### config.mk
export PLATFORM = sky130hd
export DESIGN_NAME = sar_conv_ctrl_flat
export DESIGN_NICKNAME = d
export VERILOG_FILES = /design/src/rtl/sar_conv_ctrl_pkg.sv /design/src/rtl/sar_conv_ctrl_if.sv /design/src/rtl/sar_conv_ctrl_wait_timer.sv /design/src/rtl/sar_conv_ctrl.sv /design/src/flat_wrapper.sv
export SDC_FILE = /design/constraint.sdc
export NUM_CORES = 1
export LEC_CHECK = 0
export BUFFER_PORTS_ARGS = -buffer_cell sky130_fd_sc_hd__buf_2
export CAP_MARGIN = 10
export CELL_PAD_IN_SITES_DETAIL_PLACEMENT = 0
export CELL_PAD_IN_SITES_GLOBAL_PLACEMENT = 1
export CORE_ASPECT_RATIO = 1.4
export CORE_UTILIZATION = 45
export CTS_BUF_LIST = sky130_fd_sc_hd__clkbuf_8
export DETAILED_ROUTE_END_ITERATION = 8
export PLACE_DENSITY = 0.92
export SYNTH_ARGS = -nofsm -noshare
export SYNTH_HDL_FRONTEND = slang
export SYNTH_HIERARCHICAL = 1
export SYNTH_SLANG_ARGS = --single-unit
export TNS_END_PERCENT = 50
### constraint.sdc
create_clock -name clk -period 2.3 [get_ports clk]
set_clock_uncertainty 0.05 [all_clocks]
set_input_delay 0.23 -clock clk [delete_from_list [all_inputs] [get_ports clk]]
set_output_delay 0.23 -clock clk [all_outputs]
set_load 0.1 [all_outputs]
### src/rtl/sar_conv_ctrl_pkg.sv
// Shared types and defaults for the successive-approximation conversion controller.
// Holds the FSM state encoding and the one-hot trial-bit helper.
package sar_pkg;

    typedef enum logic [1:0] {
        IDLE,
        TRIG,
        WAIT,
        DONE
    } sar_state_e;

    localparam int SAR_N_BITS      = 8;
    localparam int SAR_CMP_TIMEOUT = 15;

    // One-hot trial bit; callers truncate to their own resolution (at most 16 bits).
    function automatic logic [15:0] trialBit(input int idx);
        trialBit = 16'd1 << idx;
    endfunction

endpackage

### src/rtl/sar_conv_ctrl_if.sv
// Sequencer handshake, comparator and result signals of the SAR controller.
// The master side is the controller itself; the slave side is its environment.
interface sar_conv_ctrl_if
    import sar_pkg::*;
#(
    parameter int N_BITS = SAR_N_BITS
);

    logic              start;
    logic              eoc;
    logic              cmp_trig;
    logic              cmp_valid;
    logic              cmp_out;
    logic [N_BITS-1:0] dac_code;
    logic [N_BITS-1:0] dout;
    logic              dout_valid;
    logic              timeout_err;

    modport master (
        input  start,
        input  cmp_valid,
        input  cmp_out,
        output cmp_trig,
        output dac_code,
        output dout,
        output dout_valid,
        output eoc,
        output timeout_err
    );

    modport slave (
        output start,
        output cmp_valid,
        output cmp_out,
        input  cmp_trig,
        input  dac_code,
        input  dout,
        input  dout_valid,
        input  eoc,
        input  timeout_err
    );

endinterface

### src/rtl/sar_conv_ctrl_wait_timer.sv
// Per-bit comparator wait counter: cleared while triggering, counts during WAIT,
// saturates instead of wrapping, and flags the last allowed WAIT cycle.
module sar_wait_timer
    import sar_pkg::*;
#(
    parameter int CMP_TIMEOUT = SAR_CMP_TIMEOUT
) (
    input  logic clk,
    input  logic rst,
    input  logic i_clear,
    input  logic i_enable,
    output logic o_expired
);

    localparam int               CNT_W      = $clog2(CMP_TIMEOUT + 1);
    localparam logic [CNT_W-1:0] CNT_MAX    = CNT_W'(CMP_TIMEOUT);
    localparam logic [CNT_W-1:0] CNT_EXPIRE = CNT_W'(CMP_TIMEOUT - 1);

    logic [CNT_W-1:0] r_waitCnt;

    always_ff @(posedge clk) begin
        if (rst || i_clear) begin
            r_waitCnt <= '0;
        end else if (i_enable && (r_waitCnt != CNT_MAX)) begin
            r_waitCnt <= r_waitCnt + CNT_W'(1);
        end
    end

    assign o_expired = i_enable && (r_waitCnt == CNT_EXPIRE);

endmodule

### src/rtl/sar_conv_ctrl.sv
// Successive-approximation conversion controller: walks the trial code MSB first,
// resolving each bit from the comparator and handshaking the result back via eoc.
module sar_conv_ctrl
    import sar_pkg::*;
#(
    parameter int N_BITS      = SAR_N_BITS,
    parameter int CMP_TIMEOUT = SAR_CMP_TIMEOUT
) (
    input  logic            clk,
    input  logic            rst,
    sar_conv_ctrl_if.master bus
);

    localparam int               IDX_W   = $clog2(N_BITS);
    localparam logic [IDX_W-1:0] IDX_MSB = IDX_W'(N_BITS - 1);

    sar_state_e        r_state;
    logic              r_startQ;
    logic [N_BITS-1:0] r_dacCode;
    logic [IDX_W-1:0]  r_bitIdx;
    logic [N_BITS-1:0] r_dout;
    logic              r_doutValid;
    logic              r_eoc;
    logic              r_timeoutErr;

    sar_state_e        w_stateNext;
    logic [N_BITS-1:0] w_dacNext;
    logic [IDX_W-1:0]  w_bitIdxNext;
    logic [N_BITS-1:0] w_doutNext;
    logic              w_doutValidNext;
    logic              w_eocNext;
    logic              w_timeoutNext;
    logic [N_BITS-1:0] w_resolved;
    logic              w_decide;
    logic              w_bitValue;
    logic              w_startEdge;
    logic              w_expired;

    sar_wait_timer #(
        .CMP_TIMEOUT(CMP_TIMEOUT)
    ) u_waitTimer (
        .clk      (clk),
        .rst      (rst),
        .i_clear  (r_state == TRIG),
        .i_enable (r_state == WAIT),
        .o_expired(w_expired)
    );

    assign w_startEdge = bus.start && !r_startQ;

    always_ff @(posedge clk) begin
        if (rst) begin
            r_state      <= IDLE;
            r_startQ     <= 1'b0;
            r_dacCode    <= '0;
            r_bitIdx     <= '0;
            r_dout       <= '0;
            r_doutValid  <= 1'b0;
            r_eoc        <= 1'b0;
            r_timeoutErr <= 1'b0;
        end else begin
            r_state      <= w_stateNext;
            r_startQ     <= bus.start;
            r_dacCode    <= w_dacNext;
            r_bitIdx     <= w_bitIdxNext;
            r_dout       <= w_doutNext;
            r_doutValid  <= w_doutValidNext;
            r_eoc        <= w_eocNext;
            r_timeoutErr <= w_timeoutNext;
        end
    end

    always_comb begin
        w_stateNext     = r_state;
        w_dacNext       = r_dacCode;
        w_bitIdxNext    = r_bitIdx;
        w_doutNext      = r_dout;
        w_doutValidNext = 1'b0;
        w_eocNext       = r_eoc;
        w_timeoutNext   = r_timeoutErr;
        w_resolved      = r_dacCode;
        w_decide        = 1'b0;
        w_bitValue      = 1'b0;

        case (r_state)
            IDLE: begin
                w_eocNext = 1'b0;
                if (w_startEdge) begin
                    w_dacNext     = N_BITS'(trialBit(N_BITS - 1));
                    w_bitIdxNext  = IDX_MSB;
                    w_timeoutNext = 1'b0;
                    w_stateNext   = TRIG;
                end
            end

            TRIG: begin
                if (!bus.start) begin
                    w_dacNext   = '0;
                    w_stateNext = IDLE;
                end else begin
                    w_stateNext = WAIT;
                end
            end

            // A real decision beats a timeout landing on the same cycle.
            WAIT: begin
                if (!bus.start) begin
                    w_dacNext   = '0;
                    w_stateNext = IDLE;
                end else if (bus.cmp_valid) begin
                    w_decide   = 1'b1;
                    w_bitValue = bus.cmp_out;
                end else if (w_expired) begin
                    w_decide      = 1'b1;
                    w_bitValue    = 1'b0;
                    w_timeoutNext = 1'b1;
                end

                if (w_decide) begin
                    w_resolved[r_bitIdx] = w_bitValue;
                    if (r_bitIdx != '0) begin
                        w_dacNext    = w_resolved | N_BITS'(trialBit(int'(r_bitIdx) - 1));
                        w_bitIdxNext = r_bitIdx - IDX_W'(1);
                        w_stateNext  = TRIG;
                    end else begin
                        w_dacNext       = w_resolved;
                        w_doutNext      = w_resolved;
                        w_doutValidNext = 1'b1;
                        w_eocNext       = 1'b1;
                        w_stateNext     = DONE;
                    end
                end
            end

            // eoc drops on the same edge start falls, so the sequencer never re-samples a stale eoc.
            DONE: begin
                if (!bus.start) begin
                    w_eocNext   = 1'b0;
                    w_stateNext = IDLE;
                end
            end

            default: begin
                w_stateNext = IDLE;
            end
        endcase
    end

    assign bus.cmp_trig    = (r_state == TRIG);
    assign bus.dac_code    = r_dacCode;
    assign bus.dout        = r_dout;
    assign bus.dout_valid  = r_doutValid;
    assign bus.eoc         = r_eoc;
    assign bus.timeout_err = r_timeoutErr;

endmodule

### src/flat_wrapper.sv
// flat-port wrapper written by rule: the top's interface ports become plain ports
module sar_conv_ctrl_flat import sar_pkg::*;
#(
    parameter int N_BITS      = SAR_N_BITS,
    parameter int CMP_TIMEOUT = SAR_CMP_TIMEOUT
)
  (clk, rst, bus_start, bus_cmp_valid, bus_cmp_out, bus_cmp_trig, bus_dac_code, bus_dout, bus_dout_valid, bus_eoc, bus_timeout_err);
  sar_conv_ctrl_if #(.N_BITS(N_BITS)) bus_i ();
  input  logic clk;
  input  logic rst;
  input wire logic [$bits(bus_i.start)-1:0] bus_start;
  input wire logic [$bits(bus_i.cmp_valid)-1:0] bus_cmp_valid;
  input wire logic [$bits(bus_i.cmp_out)-1:0] bus_cmp_out;
  output wire logic [$bits(bus_i.cmp_trig)-1:0] bus_cmp_trig;
  output wire logic [$bits(bus_i.dac_code)-1:0] bus_dac_code;
  output wire logic [$bits(bus_i.dout)-1:0] bus_dout;
  output wire logic [$bits(bus_i.dout_valid)-1:0] bus_dout_valid;
  output wire logic [$bits(bus_i.eoc)-1:0] bus_eoc;
  output wire logic [$bits(bus_i.timeout_err)-1:0] bus_timeout_err;
  assign bus_i.start = bus_start;
  assign bus_i.cmp_valid = bus_cmp_valid;
  assign bus_i.cmp_out = bus_cmp_out;
  assign bus_cmp_trig = bus_i.cmp_trig;
  assign bus_dac_code = bus_i.dac_code;
  assign bus_dout = bus_i.dout;
  assign bus_dout_valid = bus_i.dout_valid;
  assign bus_eoc = bus_i.eoc;
  assign bus_timeout_err = bus_i.timeout_err;
  sar_conv_ctrl #(.N_BITS(N_BITS), .CMP_TIMEOUT(CMP_TIMEOUT)) u_core (.clk(clk), .rst(rst), .bus(bus_i));
endmodule
# Yosys cells after proc, flatten, opt, wreduce, memory -nomap -nowiden
# Cells that the tools add are included.
# W data, S select, Z words.
# totals
ff_bits	29
input_bits	5
out_inout_bits	20
word_cells	84
# classes
add_sub_neg	3
order_cmp	2
eq_ne	13
shift	1
muxes	35
bitwise_logic	4
n_reduce_logical	17
# op_table
op	n
$mux W8	4
$shl A1 B32 Y8 const A	1
$pmux W8 S3	1
$mux W1	16
$mux W2	5
$mux W3	3
$reduce_bool A3 Y1	3
$bwmux W8	1
$ne A2 B1 Y1 const B	4
$ne A2 B2 Y1 const B	4
$or A8 B8 Y8	1
$pmux W2 S4	1
$reduce_and A4 Y1	2
$pmux W3 S2	1
$reduce_and A5 Y1	1
$add A4 B1 Y4 const B	1
$eq A2 B2 Y1 const B	2
$eq A4 B4 Y1 const B	1
$logic_and A1 B1 Y1	4
$lt A3 B4 Y1 const B	1
$ne A4 B4 Y1 const B	1
$sub A3 B1 Y4 const B	1
$demux W1 S3	1
$ge A3 B1 Y1 const B	1
other kinds (12)	14

# Logic depth before layout (Yosys ltp)
# depth
depth_word	9
ltp_mapped	9
depth_no_buf	8

# Cells and area by module
# Netlist, hierarchy kept.
# by_module_without_submodules
mod	instances	cells_each	area_per_inst_um2	seq_area_each_um2
sar_conv_ctrl	1	193	1616.6	500.5
sar_wait_timer	1	22	216.5	80.1

# Least setup slack after synthesis
# Ideal clock, no wire load.
# synth_timing
kind	register to register
from	register u_core.r_state[1]
to	register u_core.r_state[1]
t_arrival_ps	2129
required_time_ps	2147
path_slack_ps	18
stages_incl_launch_ff	7
path_buffers	0
period_less_slack_ps	2282
path_cell_list	dfxtp_1 -> inv_1 -> ha_1 -> o21ai_1 -> a31oi_1 -> nor2_1 -> a2111oi_2
# synth_between
word_cells_on_any_way	13
# synth_lines
element	line_no	text
start, declared	sar_conv_ctrl.sv:17	sar_state_e r_state;
start signal, assigned	sar_conv_ctrl.sv:62	r_state <= w_stateNext;
$eq A2 B1 Y1	-	
via bus_cmp_trig	flat_wrapper.sv:14	output wire logic [$bits(bus_i.cmp_trig)-1:0] bus_cmp_trig;
$pmux W2 S4	sar_conv_ctrl.sv:85	case (r_state)
# The timed path passes the listed nets, and every way through them passes these cells. The select of a mux whose other input is x is not followed.
# A chain may end at the register's enable or synchronous reset.

# Worst setup path after layout
# layout_timing
from	register u_core.r_state[0]
to	register u_core.r_state[1]
# layout_between
elab_chain_cells	8
word_cells_on_any_way	12
# layout_rtl
element	line_no	text
$eq A2 B2 Y1	sar_conv_ctrl.sv:45	.i_enable (r_state == WAIT),
$logic_and A1 B1 Y1	sar_conv_ctrl_wait_timer.sv:29	assign o_expired = i_enable && (r_waitCnt == CNT_EXPIRE);
via u_core.w_expired	sar_conv_ctrl.sv:37	logic w_expired;
$mux W1	sar_conv_ctrl.sv:113	end else if (w_expired) begin
$mux W1	sar_conv_ctrl.sv:110	end else if (bus.cmp_valid) begin
$mux W1	sar_conv_ctrl.sv:107	if (!bus.start) begin
$mux W1	sar_conv_ctrl.sv:85	
$mux W2	sar_conv_ctrl.sv:119	if (w_decide) begin
$pmux W2 S4	sar_conv_ctrl.sv:85	
# The timed path passes the listed nets, and every way through them passes these cells. The select of a mux whose other input is x is not followed.

==> flow_metrics.env <==
export IMPL_grtUsageTotal_pct=21.9
export IMPL_synth_async_reset_ratio_pct=0
export IMPL_worstHoldPathCells=2
export IMPL_route_antenna_remaining_nets=0
export IMPL_tritoncts="built"
export IMPL_clk_pin_slew_ns=0.06
export IMPL_cts_setup_buffers=0
export IMPL_grt_pass1_vias=1540
export IMPL_timing_final_hold_violations=0
export IMPL_drc_violation_count_after_routing=0
export IMPL_drv_cap=0
export IMPL_cp_arrival_ns=2.17
export IMPL_detailroute_wirelength_met3_microns=179
export IMPL_p_r_area_growth_vs_syn_pct=12.6
export IMPL_detailroute_wirelength_met2_microns=2380
export IMPL_critical_path_required_ns=2.42
export IMPL_cts_sink_count=29
export IMPL_largest_driver_fanout_on_the_critical_path=17
export IMPL_die_width_microns=55.9
export IMPL_worst_hold_path_endpoint="u_core/r_startQ"
export IMPL_period_needed_ns=2.04
export IMPL_mappedNetlistArea_sq_um=1830
export IMPL_syn_inst=215
export IMPL_share_of_the_clock_period_used_by_the_worst_path_pct=88.8
export IMPL_ctsLongestPathBuffers=2
export IMPL_timing_hold_worst_class="in -> reg"
export IMPL_synth_net_count=232
export IMPL_number_of_buffers_created_by_cts=5
export IMPL_vias=1646
export IMPL_core_rowCount=27
export IMPL_critical_r2r_launch="u_core/r_state[0]"
export IMPL_ctsHtreeMaxLevel=2
export IMPL_syn_mean_instance_area_sq_um=8.53
export IMPL_synth_edf_count=0
export IMPL_fillCellCount=378
export IMPL_synth_cell_types=51
export IMPL_drive_above_1_share_pct=21.9
export IMPL_setup_viol=0
export IMPL_detailedRoute_firstPassIterationCount=4
export IMPL_floorplan_initialDensity_pct=46.8
export IMPL_port_buffers=24
export IMPL_postCtsHoldBufs=0
export IMPL_vdd_ir_drop_worst_uv=406
export IMPL_post_route_util_pct=52.7
export IMPL_clock_insertion_delay_worst_skew_ns=0.28
export IMPL_routed_wire_length_per_instance_microns=15.5
export IMPL_place_hpwl_microns=3290
export IMPL_footprint_of_the_multi_input_gates_sq_um=1130
export IMPL_place_gp_congestion=0.855
export IMPL_cts_root_buffer_cell="clkbuf_8"
export IMPL_run_status="complete, no violations"
export IMPL_timing_setup_tns_ns=0
export IMPL_antenna_diode_count=0
export IMPL_grt_first_pass_wirelength_microns=7380
export IMPL_end_kind="flip-flop"
export IMPL_floorplan_io_pins=25
export IMPL_cellPowerDensity_nw_per_um2=655
export IMPL_worst_case_register_to_register_setup_slack_ns=0.26
export IMPL_final_net_count=258
export IMPL_fmax_mhz=489
export IMPL_synth_sequential_area_ratio_pct=31.7
export IMPL_total_leakage_power_uw=0.000861
export IMPL_grt_setup_unrepaired="false"
export IMPL_globalRouteOverflowTotal=0
export IMPL_worstSetupStartpointType="flip-flop"
export IMPL_timing_worst_slew_pin_value_ns=0.549
export IMPL_placeableCoreArea_sq_um=3920
export IMPL_ys_dominant_reg_cell="dfxtp_1"
export IMPL_detail_route_wirelength_microns=4410
export IMPL_postSynthRegisterBits=29
export IMPL_area_sequential_sq_um=581
export IMPL_r2r_cells=8
export IMPL_wl_met1_microns=1780
export IMPL_postCtsResizedCells=0
export IMPL_grt_start_max_net_pins=29
export IMPL_die_height_microns=77.5
export IMPL_die_area_sq_um=4340
export IMPL_timing_worst_setup_path_type="reg -> reg"
export IMPL_post_drt_via_cell_ratio=5.78
export IMPL_regToRegEndpoint="u_core/r_state[1]"
export IMPL_antenna_found_initial=0
export IMPL_ys_warn_count=6
export IMPL_finalMaxSlewViolations=0
export IMPL_drt_iter0_markers=59
export IMPL_worst_slew_margin_rel_pct=63.4
export IMPL_hold_path_startpoint="bus_start"
export IMPL_top_layer_used="met4"
## Yosys cell counts (3+ instances only)
cell type  count  share of area [%]
a211oi_1      12                4.9
a21oi_1       20                5.5
and3_1         3                1.0
buf_2          5                1.4
dfxtp_1       29                 32
ha_1          12                8.2
inv_1         12                2.5
mux2i_1        9                4.9
nand2_1       16                3.3
nand3_1        5                1.4
nand3b_1       3                1.2
nand4_1        4                1.4
nor2_1        20                4.1
nor3_1         4                1.1
nor3b_1        4                1.6
o211ai_1       3                1.2
o21ai_0        8                2.2
## through the flow
step / hold WS [ns] / worst slack, ns / power [uW] / cell area, sq um / instances
final: 0.259 / 0.257 / 1350 / 2060 / 285
after global routing: 0.280 / 0.162 / 1420 / 2060 / 285
after CTS: 0.252 / 0.271 / 1360 / 2060 / 285
after detailed placement: 0.446 / 0.283 / 964 / 1980 / 277
after global placement: 0.434 / 0.360 / 961 / 1980 / 277
after floorplan: 0.257 / 0.0180 / 886 / 1830 / 215
## cell usage in the layout (no fill, tap or decap), types with 2 or more instances in the layout
cell type / count
a2111oi_1: 2
a211o_1: 2
a211oi_1: 12
a21oi_1: 20
a22oi_1: 2
a311oi_1: 2
and3_1: 3
and4_2: 2
buf_2: 24
buf_4: 6
clkbuf_8: 5
clkinv_2: 2
dfxtp_1: 29
ha_1: 12
inv_1: 13
mux2i_1: 9
nand2_1: 16
nand2_2: 2
nand2b_2: 2
nand3_1: 5
nand3b_1: 3
nand4_1: 4
nor2_1: 20
nor3_1: 4
nor3b_1: 4
nor4_1: 2
o211ai_1: 3
o21ai_0: 8
o31a_1: 2
o31ai_1: 2
## registers in the layout, indices dropped and copies added, names as in the netlist
| signal | flops |
|---|---|
| u_core/bus.eoc | 1 |
| u_core/bus.timeout_err | 1 |
| u_core/r_startQ | 1 |
| u_core/bus.dout | 8 |
| u_core/r_state | 2 |
| u_core/u_waitTimer/r_waitCnt | 4 |
| u_core/bus.dout_valid | 1 |
| u_core/r_bitIdx | 3 |
| u_core/bus.dac_code | 8 |
## cell type report
type / count / area share [%]
Clock inverter: 3 / 0.667
Inverter: 13 / 2.36
Multi-Input combinational cell: 162 / 54.9
Tap cell: 43 / 2.61
Clock buffer: 5 / 3.33
Timing Repair Buffer: 30 / 8.00
Sequential cell: 29 / 28.1
## metal layers
| layer | GRT usage, % | up-vias |
|---|---|---|
| met1 | 24.0 | 767 |
| met4 | 8.54 | 0 |
| met2 | 40.8 | 41 |
| li1 | - | 832 |
| met3 | 4.00 | 6 |
| met5 | 0 | - |
## where the power goes
group / leakage, uW / total, uW / switching, uW / internal, uW
combinational: 0.000576 / 415 / 277 / 138
clock: 0.0000491 / 393 / 188 / 204
sequential: 0.000235 / 545 / 23.5 / 521
total: 0.000861 / 1350 / 489 / 864
## worst max-delay path by stage
stage	end	slack [ns]	startpoint	cells after the start
2_1_floorplan	u_core/r_state[1]	0.02	u_core/r_state[1]	6
3_3_place_gp	u_core/r_state[1]	0.36	u_core/r_state[0]	8
3_5_place_dp	u_core/r_state[1]	0.28	u_core/r_state[0]	8
4_1_cts	u_core/r_state[1]	0.27	u_core/r_state[0]	8
5_1_grt	u_core/r_state[1]	0.16	u_core/r_state[0]	8
6_report	u_core/r_state[1]	0.26	u_core/r_state[0]	8
## worst max-delay path: stages, from the launching register on
cell	delay, ns
dfxtp_1	0.34
inv_1	0.11
ha_1	0.17
and4_2	0.30
o21a_4	0.20
nand2_4	0.10
nor2_8	0.25
nor2_1	0.09
a2111oi_2	0.33
## cell families (layout without fill, tap and decap cells)
family | Yosys count | after routing | synth area share, %
AND/OR/NAND/NOR | 76 | 76 | 24.3
multiplexers | 9 | 9 | 4.91
buffers and inverters | 24 | 51 | 6.48
adder cells (fa/ha/maj) | 12 | 12 | 8.19
AO/OA/AOI/OAI | 65 | 65 | 24.4
flip-flops | 29 | 29 | 31.7
(Power assumes the default switching activity.)
